### src/rtl/count_ctrl.sv
// Run controller for an external up-counter: loads a start value, paces
// increments through a prescaler, and reports completion at a limit value.
module count_ctrl #(
  parameter int WIDTH    = 8,
  parameter int PRESCALE = 4
) (
  input  logic             clk,
  input  logic             rst,
  input  logic             start,
  input  logic             abort,
  input  logic             pause,
  input  logic [WIDTH-1:0] preload,
  input  logic [WIDTH-1:0] limit,
  input  logic [WIDTH-1:0] count,
  output logic             cnt_rst,
  output logic             cnt_en,
  output logic [WIDTH-1:0] cnt_v,
  output logic             busy,
  output logic             done,
  output logic [WIDTH-1:0] snapshot
);

  typedef enum logic [1:0] {
    S_IDLE,
    S_LOAD,
    S_RUN,
    S_DONE
  } state_t;

  localparam logic [7:0] PRESCALE_M1 = 8'(PRESCALE - 1);

  state_t           r_state;
  logic [7:0]       r_presc;
  logic [WIDTH-1:0] r_lim;
  logic [WIDTH-1:0] r_cnt_v;
  logic [WIDTH-1:0] r_snap;
  logic             r_cnt_rst;
  logic             r_first;

  logic w_presc_wrap;
  logic w_at_limit;
  logic w_step;

  assign w_presc_wrap = (r_presc == PRESCALE_M1);
  assign w_at_limit   = (count == r_lim);
  assign w_step       = (r_state == S_RUN) && w_presc_wrap && !pause && !w_at_limit;

  assign cnt_en   = w_step && !rst;
  assign cnt_rst  = r_cnt_rst || rst;
  assign busy     = (r_state != S_IDLE) && !rst;
  assign done     = (r_state == S_DONE) && !rst;
  assign cnt_v    = r_cnt_v;
  assign snapshot = r_snap;

  always_ff @(posedge clk) begin
    if (rst) begin
      r_state   <= S_IDLE;
      r_presc   <= '0;
      r_lim     <= '0;
      r_cnt_v   <= '0;
      r_snap    <= '0;
      r_cnt_rst <= 1'b1;
      r_first   <= 1'b0;
    end else begin
      r_cnt_rst <= 1'b0;
      case (r_state)
        S_IDLE: begin
          if (start) begin
            r_cnt_v   <= preload;
            r_lim     <= limit;
            r_cnt_rst <= 1'b1;
            r_state   <= S_LOAD;
          end
        end
        S_LOAD: begin
          r_presc <= '0;
          r_first <= 1'b1;
          r_state <= abort ? S_IDLE : S_RUN;
        end
        S_RUN: begin
          r_first <= 1'b0;
          // Completion is qualified from the second RUN cycle on, so a
          // zero-length run reports done two cycles after entering RUN.
          if (abort) begin
            r_state <= S_IDLE;
          end else if (!r_first && w_at_limit) begin
            r_snap  <= count;
            r_state <= S_DONE;
          end else if (!pause) begin
            r_presc <= w_presc_wrap ? 8'd0 : r_presc + 8'd1;
          end
        end
        S_DONE: begin
          r_state <= S_IDLE;
        end
        default: begin
          r_state <= S_IDLE;
        end
      endcase
    end
  end

endmodule
### config.mk
export PLATFORM = sky130hd
export DESIGN_NAME = count_ctrl
export DESIGN_NICKNAME = d
export VERILOG_FILES = /design/src/rtl/count_ctrl.sv
export SDC_FILE = /design/constraint.sdc
export NUM_CORES = 1
export LEC_CHECK = 0
export ABC_AREA = 1
export CAP_MARGIN = 20
export CORE_ASPECT_RATIO = 0.7
export CORE_UTILIZATION = 54
export CTS_BUF_LIST = sky130_fd_sc_hd__clkbuf_2 sky130_fd_sc_hd__clkbuf_4 sky130_fd_sc_hd__clkbuf_8
export DETAILED_ROUTE_END_ITERATION = 10
export GPL_ROUTABILITY_DRIVEN = 1
export PLACE_DENSITY = 0.95
export SLEW_MARGIN = 25
export SYNTH_ARGS = -nofsm -noshare
export SYNTH_HDL_FRONTEND = slang
export SYNTH_SLANG_ARGS = --single-unit
### constraint.sdc
create_clock -name clk -period 4.8 [get_ports clk]
set_clock_uncertainty 0.2 [all_clocks]
set_input_delay 0.72 -clock clk [delete_from_list [all_inputs] [get_ports clk]]
set_output_delay 0.72 -clock clk [all_outputs]
set_load 0.02 [all_outputs]
==> impl_metrics.ini <==
[floorplan]
chipWidth_um = 71.54
initial_utilization_pct = 57.29
num_rows = 17
die_area_sq_um = 3626
ios = 49
fp.dieH_um = 50.68
core_area_sq_um = 3191

[clock_tree]
cts.sink_count = 36
cts_inserted_buffers = 5
ctsHoldBuffers = 0
clock_tree.htree_level_count = 2
ctsRootBufferMaster = sky130_fd_sc_hd__clkbuf_8
cts.clk_slew.worst_paths_ns = 0.06
post_cts_buffers = 0
post_cts_resize_count = 0
worst_skew_pair.late_latency_ns = 0.28
cts_tree = yes
maximum_count_of_clock_buffers_along_a_single_path = 2

[pwr]
p_seq_share_pct = 43.0
cell_internal_pwr_uw = 554.6
p_sw_share_pct = 32.38
clock_power_share_pct = 27.6
vdd_drop_max_mv = 0.2456
power_frac_comb_pct = 29.3
p_leak_nw = 0.9026
power.density_nw_per_um2 = 340.8
p_switching_uw = 265.5

[grt]
grt_start_max_net_pins = 23
groute.usage.overall_pct = 28.29
initial_antenna_violation_count = 0
grt_pass1_vias = 1737
grt_remaining_overflow = 0
grt_first_pass_wirelength_um = 7693

[critical_path]
timing.critical_path.fanout_max = 10
cp.required_ns = 3.88
cp.arrival_ns = 2.73
reg2regPathDepth = 6
cp-start-kind = input port
critPathKind = in -> out
crit_end_element = primary output

[synthesis]
ys_seq_elements = 36
avgSynthCellArea_sq_um = 7.585
syn_inst = 241
synth_ff_type = sky130_fd_sc_hd__dfxtp_1
synth-async-reset-ratio_pct = 0
synth_edf_count = 0
ys_warn_count = 0
ys_seq_area_share_pct = 39.43
synth_nets = 276
synth.distinct_cells = 34
mappedNetlistArea_sq_um = 1828

[detailed_routing]
routed_wirelength_um = 4540
firstDrtPassIters = 4
drt_iter0_markers = 114
via_count = 1760
wl_per_cell_um = 13.93
remaining_number_of_nets_flagged_by_the_antenna_check_after_routing = 0
post_drt_via_cell_ratio = 5.399
drc = 0

[cells_and_area]
finish.net_count = 323
post_route_cells_drive_above_1_share_pct = 11.46
number_of_fill_cells = 245
antennaDiodeCount = 0
finish.cell_count_without_fillers = 326
synthToLayoutAreaGrowth_pct = 31.62

[placement]
numPlacedInstances = 319
port_buffers = 48
dp_hpwl_um = 3195
routabilityCongestion = 0.8710

[sta]
worst_margin_pin_slew_ns = 0.5852
max-slew-margin-rel_pct = 60.95
clock.fmax_ghz = 0.2736
timing.final.crit_share_pct = 76.14
timing_hold_violations_final = 0
finalMaxSlewViolations = 0
finalWorstPathRequiredPeriod_ns = 3.655
rsz0062_at_grt = no
final-setup-viol-count = 0
totalNegativeSetupSlack_ns = 0

[hold_path]
hp-class = reg -> reg
min_delay_path_depth = 2

[outcome]
run_status = finished, final reports clean

[flow_run]
max_capacitance_violation_count = 0
==> final cells by class <==
| cell class | count | area [sq um] | share of cell area [%] |
|---|---|---|---|
| clock buffers | 7 | 96.34 | 4.004 |
| inverters | 20 | 75.07 | 3.120 |
| flip-flops and latches | 36 | 720.7 | 29.95 |
| well taps | 38 | 47.55 | 1.976 |
| multi-input cells | 176 | 978.4 | 40.67 |
| repair buffers | 49 | 488.0 | 20.28 |
==> registers in the layout, indices dropped and copies added, names as in the netlist <==
register   cells
r_cnt_rst      1
cnt_v          8
r_first        1
r_lim          8
snapshot       8
r_state        2
r_presc        8
==> power by group through the flow <==
stage / Clock (mW) / Combinational [mW] / Sequential (mW)
floorplan: 0 / 0.144 / 0.367
global placement: 0 / 0.227 / 0.357
detailed placement: 0 / 0.236 / 0.358
CTS: 0.230 / 0.239 / 0.353
global route: 0.242 / 0.268 / 0.356
finish: 0.226 / 0.241 / 0.353
==> metal layers <==
layer | wire, um | vias up | GRT usage, %
met5 | 0 | - | 0
met4 | 92 | 0 | 13.40
met3 | 241 | 12 | 6.426
met2 | 2174 | 57 | 48.73
met1 | 2032 | 816 | 33.66
li1 | - | 875 | -
==> cell usage after synthesis (2+ instances only) <==
master,n,area [sq um]
sky130_fd_sc_hd__a21oi_1,14,70.07
sky130_fd_sc_hd__buf_6,2,22.52
sky130_fd_sc_hd__a21oi_2,7,61.31
sky130_fd_sc_hd__clkbuf_1,5,18.77
sky130_fd_sc_hd__nand2_1,37,138.9
sky130_fd_sc_hd__xor2_1,2,17.52
sky130_fd_sc_hd__ha_1,6,75.07
sky130_fd_sc_hd__nor2_1,43,161.4
sky130_fd_sc_hd__nand4_1,10,62.56
sky130_fd_sc_hd__inv_1,17,63.81
sky130_fd_sc_hd__nand3_1,10,50.05
sky130_fd_sc_hd__dfxtp_1,36,720.7
sky130_fd_sc_hd__xnor2_1,6,52.55
sky130_fd_sc_hd__nand2_2,8,50.05
sky130_fd_sc_hd__inv_2,2,7.510
sky130_fd_sc_hd__o21ai_0,18,90.09
==> kinds of logic after synthesis <==
group | synth area share [%]
DFF | 39.42
and+or+nand+nor | 32.72
AOI/OAI and AO/OA | 12.87
adders and majority gates | 4.107
buffers and inverters | 7.050
xor gates and xnor gates | 3.833
==> worst paths after layout <==
path	from	to	slack, ns
setup reg to reg	r_state[1]	cnt_v[5]	2.66
setup / recovery	count[5]	cnt_en	1.15
hold / removal	snapshot[0]	snapshot[0]	0.26
hold reg to reg	snapshot[0]	snapshot[0]	0.26
==> layout by cell type (no fill, tap or decap), types with 2 or more instances in the layout <==
cell type                         Yosys  layout
sky130_fd_sc_hd__xnor2_1              6       6
sky130_fd_sc_hd__xor2_1               2       2
sky130_fd_sc_hd__nand2_1             37      37
sky130_fd_sc_hd__ha_1                 6       6
sky130_fd_sc_hd__a21oi_2              7       7
sky130_fd_sc_hd__nand3_1             10      10
sky130_fd_sc_hd__nor2_1              43      43
sky130_fd_sc_hd__inv_2                2       2
sky130_fd_sc_hd__nand2_2              8       8
sky130_fd_sc_hd__clkbuf_8             0       7
sky130_fd_sc_hd__inv_1               17      17
sky130_fd_sc_hd__nand4_1             10      10
sky130_fd_sc_hd__o21ai_0             18      18
sky130_fd_sc_hd__dfxtp_1             36      36
sky130_fd_sc_hd__clkdlybuf4s50_1      0      48
sky130_fd_sc_hd__a21oi_1             14      14
==> through the flow <==
| stage | instance area (sq um) | hold WS, ns | worst slack, ns | utilization, % | total power, mW |
|---|---|---|---|---|---|
| after detailed placement | 2310 | 0.2537 | 1.155 | 72.39 | 0.5942 |
| after CTS | 2406 | 0.2636 | 1.128 | 75.41 | 0.8225 |
| after global placement | 2310 | 0.2494 | 1.177 | 72.39 | 0.5837 |
| after global routing | 2406 | 0.2922 | 1.013 | 75.41 | 0.8664 |
| final | 2406 | 0.2603 | 1.145 | 75.41 | 0.8201 |
| after floorplan | 1828 | 0.2436 | 2.035 | - | 0.5112 |
==> worst max-delay path, stage by stage <==
cell and delay (ns):
sky130_fd_sc_hd__clkdlybuf4s50_1 0.50, sky130_fd_sc_hd__inv_1 0.05, sky130_fd_sc_hd__nand2_1 0.06, sky130_fd_sc_hd__nand2_1 0.05, sky130_fd_sc_hd__nand2_1 0.06, sky130_fd_sc_hd__nor2_1 0.06
sky130_fd_sc_hd__and2_1 0.29, sky130_fd_sc_hd__nor4_1 0.27, sky130_fd_sc_hd__clkdlybuf4s50_1 0.67
No activity file was read; power rests on OpenSTA's default activity.
==> RTL edit 1: new RTL, same settings <==
`WIDTH`: 8 -> 12.
--- a/src/rtl/count_ctrl.sv
+++ b/src/rtl/count_ctrl.sv
@@ -1,7 +1,7 @@
 // Run controller for an external up-counter: loads a start value, paces
 // increments through a prescaler, and reports completion at a limit value.
 module count_ctrl #(
-  parameter int WIDTH    = 8,
+  parameter int WIDTH    = 12,
   parameter int PRESCALE = 4
 ) (
   input  logic             clk,
Ports: changed (5 resized); port bits go from 49 to 69. No check against the original RTL was run, so the function may have changed too.
==> RTL edit 1 against the unedited design <==
  * Sequential cell count rose by 12
  * Area after synthesis grew 25%
  * Die area rose by 24%
  * Design area up 27%
  * Sequential share of layout area up 1.4 points
  * Synthesized cell count grew 28%
  * Total power grew 6.9%
  * Worst setup slack better by 0.28 ns
  * Routed wire length grew 14%
  * Combinational power fell by 24%
  * Utilization up 1.8 points
  * Clock power rose by 13%
  * First-iteration DRC count rose by 54%
  * Largest cell class unchanged
==> RTL edit 1: results (changes against the unedited design) <==
Status
  • Status: complete, no violations

Clock tree
  • CTS H-Tree Depth: 2 (unchanged)
  • Worst skew pair latency: 0.30 ns (+0.02 ns)
  • Clock transition at path regs: 0.08 ns (+0.02 ns)

Placement
  • Port-buffer cells: 68 (+42%)
  • Dpl ws: 1.42 ns (+0.268 ns)
  • Placer Congestion: 0.940 (+7.9%)

Power
  • Leakage: 1.20 nW (+32%)
  • Peak supply drop: 0.222 mV (-9.8%)

Worst setup path
  • Critical path arrival: 2.45 ns (-0.28 ns)
  • Crit-path max FO: 3 (-7)

Drt
  • Total number of vias: 2,117 (+20%)
  • Post-Route WL: 5170 um (+14%)
  • 1st-iter DRT viols: 176 (+54%)
  • Routed len/inst: 12.1 um (-13%)

Yosys
  • Xor/xnor cell area share of the yosys netlist: 2.31% (-1.5 points)
  • Sequential cell area fraction in the yosys report: 42.2% (+2.7 points)
  • Area contributors post-synth: dfxtp_1 42%, nor2_1 9.6%, o21ai_0 6.8%
  • Post-Synthesis Cells: 308 (+28%)
  • Compound-Gate Fraction of Synth Area: 16.1% (+3.3 points)
  • Mux contribution to synthesized area: 0% (unchanged)
  • Synth cell types: 29 (-15%)
  • Syn Nets: 354 (+28%)
  • Synth cell count leaders: 58 x nor2_1, 48 x dfxtp_1, 39 x nand2_1

Global route
  • First-pass GRT wire length: 8860 um (+15%)
  • Vias in the first global route: 2,029 (+17%)
  • Gr usage total: 25.7% (-2.6 points)
  • Largest net degree at the start of global routing: 42 (+83%)

Final layout
  • Fill cell count: 291 (+19%)
  • Fin nets: 419 (+30%)

Timing
  • Max-slew headroom: 63.4% (+2.5 points)
[RTL edit 1: worst paths after layout]
kind,startpoint,slack (ns),endpoint,depth (start not counted)
setup / recovery,count[4],1.43,cnt_en,11
hold / removal,snapshot[2],0.25,snapshot[2],2
setup reg to reg,r_state[0],2.46,snapshot[11],7
hold reg to reg,snapshot[2],0.25,snapshot[2],2
[RTL edit 1: stage by stage]
step | utilization [%] | instance area, sq um
finish | 77.2 | 3070
global route | 77.2 | 3070
CTS | 77.2 | 3070
detailed placement | 74.8 | 2970
global placement | 74.8 | 2970
floorplan | - | 2280
[RTL edit 1: worst max-delay path, stage by stage]
cell and delay [ns]:
clkdlybuf4s50_1 0.51, nand2_1 0.07, inv_1 0.05, nor2_1 0.03, nor2_1 0.12, nand2_2 0.11
nor2_8 0.13, nand2_1 0.06, nand3_1 0.07, inv_1 0.04, clkdlybuf4s50_1 0.52
[RTL edit 1: area by class of cell]
type | count | share of cell area (%)
repair buffers | 69 | 22.4
multi-input cells | 210 | 36.1
well taps | 52 | 2.12
clock buffers | 8 | 3.18
inverters | 39 | 4.78
flip-flops and latches | 48 | 31.3
[RTL edit 1: kinds of logic (layout without fill, tap and decap cells)]
logic type                 Yosys count  in the layout
DFF                                 48             48
xor gates and xnor gates             6              6
adders and majority gates            5              5
AOI/OAI and AO/OA                   67             67
buffers and inverters               50            116
and+or+nand+nor                    132            132
[RTL edit 1: layer usage]
metal  routed length (um)  GRT usage (%)  vias to the layer above
li1                     -              -                     1109
met1                 2340           31.5                      941
met2                 2320           42.0                       60
met3                  456           9.43                        7
met4                   52           7.53                        0
met5                    0              0                        -
[RTL edit 1: report_power, final]
part	leakage (nW)	internal, mW	switching, mW	total [mW]
combinational	0.750	0.0832	0.0984	0.182
clock	0.0523	0.129	0.127	0.256
sequential	0.393	0.424	0.0151	0.439
==> RTL edit 2: new RTL, same flow settings <==
Without the edit above. Re-encode `state_t` (4 states) as one-hot, 4 bits wide.
--- a/src/rtl/count_ctrl.sv
+++ b/src/rtl/count_ctrl.sv
@@ -20,11 +20,11 @@
   output logic [WIDTH-1:0] snapshot
 );
 
-  typedef enum logic [1:0] {
-    S_IDLE,
-    S_LOAD,
-    S_RUN,
-    S_DONE
+  typedef enum logic [3:0] {
+    S_IDLE = 4'b0001,
+    S_LOAD = 4'b0010,
+    S_RUN  = 4'b0100,
+    S_DONE = 4'b1000
   } state_t;
 
   localparam logic [7:0] PRESCALE_M1 = 8'(PRESCALE - 1);
Formal check against the unedited RTL: same outputs for any inputs over 10 cycles, from zero or initial values and one cycle with rst high; not proved beyond that.
==> RTL edit 2 against the unedited design <==
  * Final cell count increased by 15%
  * Worst hold slack improved by 0.0058 ns
  * Worst setup slack improved by 0.18 ns
  * Critical path depth decreased by 4
  * Total power decreased by 15%
  * Area after synthesis increased by 5.2%
  * Design area increased by 4.0%
  * Sequential cell count increased by 2
  * First-iteration DRC count increased by 27%
  * Routed wire length increased by 4.1%
  * Count of clock-buffer cells in the layout decreased by 1
==> RTL edit 2: results (changes against the unedited design) <==
Status
  • Status: complete, no violations

Yosys
  • Synth cell count leaders: 60 x nand2_1, 38 x dfxtp_1, 33 x inv_1
  • Area contributors post-synth: dfxtp_1 40%, nand2_1 12%, nand3_1 7.3%
  • Syn Nets: 313 (+13%)
  • Syn Area/Cell: 6.80 sq um (-10%)

Final layout
  • Fill cell count: 258 (+5.3%)
  • Util after Layout: 76.4% (+0.98 points)
  • Layout cell share with drive strength beyond 1: 8.51% (-2.9 points)
  • Finished Layout Cells: 376 (+15%)
  • Fin nets: 358 (+11%)

Power
  • Peak supply drop: 0.190 mV (-23%)
  • Leakage: 1.00 nW (+11%)

Worst setup path
  • Crit-path max FO: 20 (+10)
  • Worst setup path endpoint: done
  • Launch point of the worst path: rst
  • R2r setup slk: 2.72 ns (+0.06 ns)
  • Critical path arrival: 2.55 ns (-0.18 ns)
  • Start of the worst register-to-register path: r_state[2]
  • R2R Path End: r_lim[6]

Global route
  • Gr usage total: 27.5% (-0.76 points)
  • Met1 Use GR: 33.9% (+0.19 points)
  • First-pass GRT wire length: 7980 um (+3.8%)
  • Largest net degree at the start of global routing: 27 (+17%)
  • Vias in the first global route: 1,887 (+8.6%)

Clock tree
  • Clock transition at path regs: 0.08 ns (+0.02 ns)

Timing
  • Max-slew headroom: 64.4% (+3.5 points)
  • Final worst-path cycle share: 72.3% (-3.8 points)

Placement
  • Dpl ws: 1.36 ns (+0.208 ns)
  • Cell Area, Placed: 0.00241 sq mm (+4.2%)
  • Placer Congestion: 0.824 (-5.4%)

Drt
  • 1st-iter DRT viols: 145 (+27%)
  • Routed len/inst: 12.6 um (-9.8%)
==> RTL edit 2: cell types whose count changed in the layout (fill, tap and decap cells not counted), moves of 5 or more <==
cell / change
a21oi_1: +12
ha_1: -5
nor2_1: -14
nand2_2: -5
inv_1: +16
nand2_1: +23
nand4_1: -8
nand3_1: +18
xnor2_1: -5
nor3_1: +8
a21oi_2: -6
==> RTL edit 2: how the worst min path moves through the flow <==
stage	cells after the start	slack, ns	from	endpoint
floorplan	2	0.24	r_first	r_first
global placement	2	0.25	cnt_v[7]	cnt_v[7]
detailed placement	2	0.26	cnt_v[3]	cnt_v[3]
CTS	2	0.27	cnt_v[3]	cnt_v[3]
global route	2	0.29	cnt_v[6]	cnt_v[6]
finish	2	0.27	cnt_v[3]	cnt_v[3]
==> RTL edit 2: power breakdown <==
| group | internal, mW | leakage [nW] | switching, mW |
|---|---|---|---|
| registers | 0.331 | 0.310 | 0.00906 |
| clock network | 0.115 | 0.0472 | 0.119 |
| logic | 0.0542 | 0.645 | 0.0682 |
| total | 0.500 | 1.00 | 0.196 |
==> RTL edit 2: kinds of logic (layout without fill, tap and decap cells) <==
logic type	Yosys count	in the layout	synth area share [%]
compound gates	45	45	12.0
flops	38	38	39.6
fa+ha+maj	1	1	0.651
buf+inv	49	95	10.7
xor+xnor	2	2	0.911
simple gates	148	148	36.2
==> RTL edit 2: per-layer routing <==
| layer | part of all wire (%) | up-vias |
|---|---|---|
| li1 | - | 999 |
| met4 | 0.64 | 0 |
| met3 | 7.9 | 4 |
| met1 | 46 | 887 |
| met2 | 45 | 68 |
| met5 | 0 | - |
==> RTL edit 2: final cells by class <==
| type | instances | area share (%) |
|---|---|---|
| Clock buffer | 6 | 3.30 |
| Sequential cell | 38 | 30.4 |
| Clock inverter | 2 | 0.500 |
| Timing Repair Buffer | 49 | 19.5 |
| Tap cell | 47 | 2.35 |
| Multi-Input combinational cell | 196 | 38.3 |
| Inverter | 38 | 5.70 |
==> RTL edit 2: critical path, cell delays in order <==
cell,delay [ns]
clkdlybuf4s50_1,0.42
inv_1,0.41
nand2_1,0.09
nor4_1,0.23
clkdlybuf4s50_1,0.68
